==> src/rtl/bus_uart_tx_if.sv <==
// CPU-side register bus for the memory-mapped UART transmitter.
// The master drives select, address, write enable and write data; the slave returns registered read data.
interface bus_uart_tx_if;
  logic       cs;
  logic [1:0] addr;
  logic       we;
  logic [7:0] di;
  logic [7:0] dout;

  modport master (output cs, addr, we, di, input dout);
  modport slave  (input cs, addr, we, di, output dout);
endinterface

==> src/rtl/bus_uart_tx.sv <==
// Memory-mapped 8N1 UART transmitter for the cpu6502 bus.
// Bytes are pushed into a small TX FIFO and serialised on tx; irq is raised once the FIFO is drained.
module bus_uart_tx #(
  parameter int unsigned CLKS_PER_BIT = 217,
  parameter int unsigned FIFO_DEPTH   = 4
) (
  input  logic        clk,
  input  logic        reset,
  bus_uart_tx_if.slave bus,
  output logic        irq,
  output logic        tx
);

  localparam int unsigned PtrW  = $clog2(FIFO_DEPTH);
  localparam int unsigned BaudW = $clog2(CLKS_PER_BIT);

  localparam logic [1:0] StIdle  = 2'd0;
  localparam logic [1:0] StStart = 2'd1;
  localparam logic [1:0] StData  = 2'd2;
  localparam logic [1:0] StStop  = 2'd3;

  logic [1:0]       state_q, state_d;
  logic [BaudW-1:0] baud_q, baud_d;
  logic [2:0]       bit_q, bit_d;
  logic [7:0]       shift_q, shift_d;
  logic             tx_q, tx_d;

  logic [7:0]       mem_q [FIFO_DEPTH];
  logic [PtrW-1:0]  rd_q, wr_q;
  logic [PtrW:0]    count_q, count_d;

  logic             ovf_q, irq_en_q, irq_q;
  logic [7:0]       dout_q, rdata, status;
  logic             empty, full, busy, push, pop, baud_end;
  logic             wr_data, wr_status, wr_ctrl;

  assign empty     = (count_q == '0);
  assign full      = (count_q == (PtrW+1)'(FIFO_DEPTH));
  assign busy      = (state_q != StIdle);
  assign baud_end  = (baud_q == BaudW'(CLKS_PER_BIT - 1));
  assign wr_data   = bus.cs & bus.we & (bus.addr == 2'd0);
  assign wr_status = bus.cs & bus.we & (bus.addr == 2'd1);
  assign wr_ctrl   = bus.cs & bus.we & (bus.addr == 2'd2);
  // Full is the registered value, so a push is refused even if a pop happens this cycle.
  assign push      = wr_data & ~full;
  assign status    = {ovf_q, 4'b0000, busy, empty, full};

  always_comb begin
    case (bus.addr)
      2'd1:    rdata = status;
      2'd2:    rdata = {7'b0000000, irq_en_q};
      default: rdata = 8'h00;
    endcase
  end

  always_comb begin
    state_d = state_q;
    bit_d   = bit_q;
    shift_d = shift_q;
    tx_d    = tx_q;
    pop     = 1'b0;
    case (state_q)
      StIdle:  pop = ~empty;
      StStart: begin
        if (baud_end) begin
          state_d = StData;
          bit_d   = 3'd0;
          tx_d    = shift_q[0];
          shift_d = {1'b0, shift_q[7:1]};
        end
      end
      StData: begin
        if (baud_end) begin
          if (bit_q == 3'd7) begin
            state_d = StStop;
            tx_d    = 1'b1;
          end else begin
            bit_d   = bit_q + 3'd1;
            tx_d    = shift_q[0];
            shift_d = {1'b0, shift_q[7:1]};
          end
        end
      end
      default: begin
        // End of stop bit chains straight into the next start bit when data is waiting.
        if (baud_end) begin
          pop     = ~empty;
          state_d = StIdle;
        end
      end
    endcase
    if (pop) begin
      state_d = StStart;
      tx_d    = 1'b0;
      shift_d = mem_q[rd_q];
    end
    baud_d = (state_q == StIdle || baud_end) ? '0 : baud_q + BaudW'(1);
  end

  always_comb begin
    case ({push, pop})
      2'b10:   count_d = count_q + (PtrW+1)'(1);
      2'b01:   count_d = count_q - (PtrW+1)'(1);
      default: count_d = count_q;
    endcase
  end

  always_ff @(posedge clk) begin
    if (push) mem_q[wr_q] <= bus.di;
  end

  always_ff @(posedge clk) begin
    if (reset) begin
      state_q  <= StIdle;
      baud_q   <= '0;
      bit_q    <= '0;
      shift_q  <= '0;
      tx_q     <= 1'b1;
      rd_q     <= '0;
      wr_q     <= '0;
      count_q  <= '0;
      ovf_q    <= 1'b0;
      irq_en_q <= 1'b0;
      irq_q    <= 1'b0;
      dout_q   <= 8'h00;
    end else begin
      state_q <= state_d;
      baud_q  <= baud_d;
      bit_q   <= bit_d;
      shift_q <= shift_d;
      tx_q    <= tx_d;
      count_q <= count_d;
      if (push) wr_q <= wr_q + PtrW'(1);
      if (pop)  rd_q <= rd_q + PtrW'(1);
      if (wr_status)          ovf_q <= 1'b0;
      else if (wr_data && full) ovf_q <= 1'b1;
      if (wr_ctrl) irq_en_q <= bus.di[0];
      irq_q <= irq_en_q & empty & ~busy;
      if (bus.cs && !bus.we) dout_q <= rdata;
    end
  end

  assign bus.dout = dout_q;
  assign irq      = irq_q;
  assign tx       = tx_q;

endmodule
==> src/flat_wrapper.sv <==
// flat-port wrapper written by rule: the top's interface ports become plain ports
module bus_uart_tx_flat 
#(
  parameter int unsigned CLKS_PER_BIT = 217,
  parameter int unsigned FIFO_DEPTH   = 4
)
  (clk, reset, irq, tx, bus_cs, bus_addr, bus_we, bus_di, bus_dout);
  bus_uart_tx_if bus_i ();
  input  logic clk;
  input  logic reset;
  output logic irq;
  output logic tx;
  input wire logic [$bits(bus_i.cs)-1:0] bus_cs;
  input wire logic [$bits(bus_i.addr)-1:0] bus_addr;
  input wire logic [$bits(bus_i.we)-1:0] bus_we;
  input wire logic [$bits(bus_i.di)-1:0] bus_di;
  output wire logic [$bits(bus_i.dout)-1:0] bus_dout;
  assign bus_i.cs = bus_cs;
  assign bus_i.addr = bus_addr;
  assign bus_i.we = bus_we;
  assign bus_i.di = bus_di;
  assign bus_dout = bus_i.dout;
  bus_uart_tx #(.CLKS_PER_BIT(CLKS_PER_BIT), .FIFO_DEPTH(FIFO_DEPTH)) u_core (.clk(clk), .reset(reset), .bus(bus_i), .irq(irq), .tx(tx));
endmodule
==> config.mk <==
export PLATFORM = sky130hd
export DESIGN_NAME = bus_uart_tx_flat
export DESIGN_NICKNAME = d
export VERILOG_FILES = /design/src/rtl/bus_uart_tx_if.sv /design/src/rtl/bus_uart_tx.sv /design/src/flat_wrapper.sv
export SDC_FILE = /design/constraint.sdc
export NUM_CORES = 1
export LEC_CHECK = 0
export CAP_MARGIN = 0
export CORE_MARGIN = 1.5
export CORE_UTILIZATION = 40
export CTS_CLUSTER_SIZE = 12
export DETAILED_ROUTE_END_ITERATION = 10
export SLEW_MARGIN = 5
export SYNTH_ARGS = -nofsm -noshare
export SYNTH_HDL_FRONTEND = slang
export SYNTH_SLANG_ARGS = --single-unit
==> constraint.sdc <==
create_clock -name clk -period 3.1 [get_ports clk]
set_input_delay 0.62 -clock clk [delete_from_list [all_inputs] [get_ports clk]]
set_output_delay 0.62 -clock clk [all_outputs]
set_load 0.1 [all_outputs]
==> results.tsv <==
stage	metric	value	unit
synthesis	synth_seq_area_share	0.551	
global_route	antenna_found_initial	0	
pwr	p_int	1.85	mW
synthesis	syn-instance-count	257	
setup_path	critPathKind	flip-flop to flip-flop	
synthesis	synth_common_cells	dfxtp_1, edfxtp_1, nor2_1, a21oi_1, ha_1	
pwr	p_sw	868	µW
place	port_buffers	19	
detailed_routing	drtAntennaViolNets	0	
timing	worstMarginPinSlew	0.552	ns
synthesis	synthFlopType	dfxtp_1	
finish	fillers	715	
hold_path	hp-start	u_core.bus.dout[0]	
detailed_routing	vias	1934	
setup_path	cp_max_fo	9	
floorplanning	design.die.area	0.00836	mm²
global_route	grt_pass1_vias	1904	
detailed_routing	firstDrtPassIters	4	
cts	cts.root.buffer_cell	clkbuf_8	
detailed_routing	wire_per_inst	13.9	µm
global_route	grt.overflow.total	0	
floorplanning	coreArea	0.00765	mm²
timing	fin_crit	2.64	ns
pwr	sw_frac_of_total	0.319	
cts	insertion_delay	0.34	ns
pwr	peakVddDrop	0.368	mV
place	preCtsSetupSlack	0.136	ns
finish	stdcell_count	388	
timing	finalWorstSetupSlack	0.460	ns
global_route	grt_pass1_wl	9.19	mm
hold_path	worstHoldPathCells	2	
synthesis	ys_types	48	
detailed_routing	drc	0	
outcome	status	finished, final reports clean	
synthesis	synth-edff-count	32	
finish	diodes	0	
synthesis	synth_area	0.00313	mm²
timing	rsz0062_at_grt	false	
pwr	p_leak	1.32	nW
cts	cts_tree	done	
detailed_routing	drt_iter0_markers	116	
pwr	clkPwrFrac	0.292	
floorplanning	rows	32	
global_route	grt_max_degree	18	
cts	cts_resized	0	
pwr	sequentialPowerShare	0.424	
synthesis	async_flop_share	0	
timing	tns	0	ns
setup_path	end_kind	flip-flop	
timing	skew	0.00945	ns
setup_path	required	3.37	ns
synthesis	synth.area.top_cells	edfxtp_1, dfxtp_1, ha_1, mux4_2, a21oi_1	
synthesis	yosysTopAreaCellShare	0.307	
finish	syn_to_final_growth	15.5	%
cts	clk_pin_slew	0.07	ns
cts	cts_made_buffers	9	
synthesis	synth_top_cell_by_area	edfxtp_1	
floorplanning	io_pins	24	
setup_path	worst_setup_path_start_kind	flip-flop	
detailed_routing	drt_wl_total	5.38	mm
synthesis	ys_ff_latch	70	
timing	hold_viol	0	
timing	fin_crit_sh	0.851	
timing	setup_viol	0	
setup_path	r2r_cells	12	
global_route	track_usage	0.144	
timing	fmax	0.379	GHz
cts	cts_setup_buffers	0	
cts	cts_hold_buf	0	
place	dp_hpwl	3.77	mm
place	gp_congestion	0.747	
cts	cts_sinks	70	
hold_path	min_to	u_core.bus.dout[0]	
floorplanning	die_y	91.4	µm
setup_path	rr_endpoint	u_core.count_q[2]	
floorplanning	die_x	91.4	µm
synthesis	synth.yosys.warnings	0	
timing	max_slew_margin	0.632	
place	dp.cells	372	
detailed_routing	viasPerCell	4.98	
setup_path	reg2reg_from	u_core.baud_q[0]	
setup_path	crit_arrival	2.91	ns
pwr	combPwrFrac	0.284	
cts	htreeDepth	3	
setup_path	r2r_slack	0.46	ns
finish	drive_gt1_frac	0.129	
synthesis	avgSynthCellArea	12.2	µm²
hold_path	hp-class	flip-flop to flip-flop	
cts	cts_max_path_buffers	2	
timing	drv_slew	0	
finish	nNetsFinal	313	
job	maxCapViolCount	0	
pwr	power_density	754	mW/mm²
floorplanning	initial_core_util	0.409	
synthesis	synth.most_common_cell	dfxtp_1	
==> layout make-up <==
cell class                      instances  area, µm²  area share
Clock inverter                          5       83.8      0.0232
Inverter                               16       60.1      0.0166
Clock buffer                           11        131      0.0364
Multi-Input combinational cell        163       1300       0.359
Tap cell                              102        128      0.0353
Sequential cell                        70       1720       0.477
Timing Repair Buffer                   21        190      0.0526
==> state kept, by name, summed over array words and instances, names as in the netlist, named ones only <==
signal	flops
u_core.wr_q	2
u_core.mem_q	32
u_core.baud_q	8
u_core.count_q	3
u_core.shift_q	8
u_core.state_q	2
u_core.rd_q	2
u_core.irq	1
u_core.bus.dout	4
u_core.tx	1
u_core.bit_q	3
u_core.ovf_q	1
u_core.irq_en_q	1
==> how the worst max path moves through the flow <==
stage | start | endpoint | slack [ns] | depth (start not counted)
2_1_floorplan | u_core.state_q[0] | u_core.count_q[2] | 0.63 | 11
3_3_place_gp | bus_addr[0] | u_core.count_q[2] | 0.21 | 12
3_5_place_dp | bus_addr[0] | u_core.count_q[2] | 0.14 | 12
4_1_cts | u_core.baud_q[0] | u_core.count_q[2] | 0.46 | 12
5_1_grt | u_core.baud_q[0] | u_core.count_q[2] | 0.27 | 12
6_report | u_core.baud_q[0] | u_core.count_q[2] | 0.46 | 12
==> cells in the final DEF (no fill, tap or decap), drive strengths merged, types with 2 or more instances in the layout <==
cell type      netlist  layout
mux2i                9       9
xnor2                2       2
and2                 4       4
a311oi               2       2
conb                 1       4
nor3                 4       4
clkbuf               3      11
a211oi               7       7
inv                 16      16
nor2                24      24
o21ai                3       3
mux4                 8       8
xor2                 7       7
nor3b                2       2
nor2b                3       3
nand2                8       8
clkinvlp             0       2
and3                 2       2
a32oi                3       3
nand3b               3       3
dfxtp               38      38
a21oi               19      19
edfxtp              32      32
bufinv               0       2
or3                  3       3
clkdlybuf4s50        0      13
nand3               11      11
ha                  17      17
buf                  8       8
mux2                 2       2
==> per-stage QoR <==
step / power [mW] / hold WS [ns] / utilization / instance area [µm²]
after floorplan: 1.79 / 0.427 / - / 3140
after global placement: 1.94 / 0.445 / 0.444 / 3400
after detailed placement: 1.96 / 0.451 / 0.444 / 3400
after CTS: 2.76 / 0.461 / 0.472 / 3610
after global routing: 2.89 / 0.481 / 0.472 / 3610
final: 2.72 / 0.458 / 0.472 / 3610
==> critical path, cell delays in order (launching register included) <==
cell	delay [ns]
dfxtp_1	0.36
inv_1	0.08
ha_1	0.16
and4b_1	0.30
and4_4	0.29
nor2_4	0.08
inv_2	0.10
ha_1	0.19
inv_1	0.06
fa_1	0.37
xor2_1	0.16
or3_1	0.30
a21oi_1	0.14
==> cells by family after synthesis <==
group	share of synthesized area
AND/OR/NAND/NOR	0.122
buffers and inverters	0.0380
multiplexers	0.0936
other	0.00120
flip-flops	0.551
adder cells (fa/ha/maj)	0.0744
AO/OA/AOI/OAI	0.0948
XOR/XNOR	0.0252
==> routing by layer <==
layer,track usage,part of all wire,vias up
li1,-,-,980
met1,0.183,0.47,919
met2,0.226,0.48,25
met3,0.0436,0.034,10
met4,0.0664,0.018,0
met5,0,0,-
==> power groups by stage <==
stage	clock [mW]	combinational (mW)	sequential, mW
finish	0.795	0.773	1.15
global route	0.857	0.864	1.17
CTS	0.819	0.781	1.16
detailed placement	0	0.779	1.18
global placement	0	0.767	1.18
floorplan	0	0.617	1.17
No activity file was read; power rests on OpenSTA's default activity.
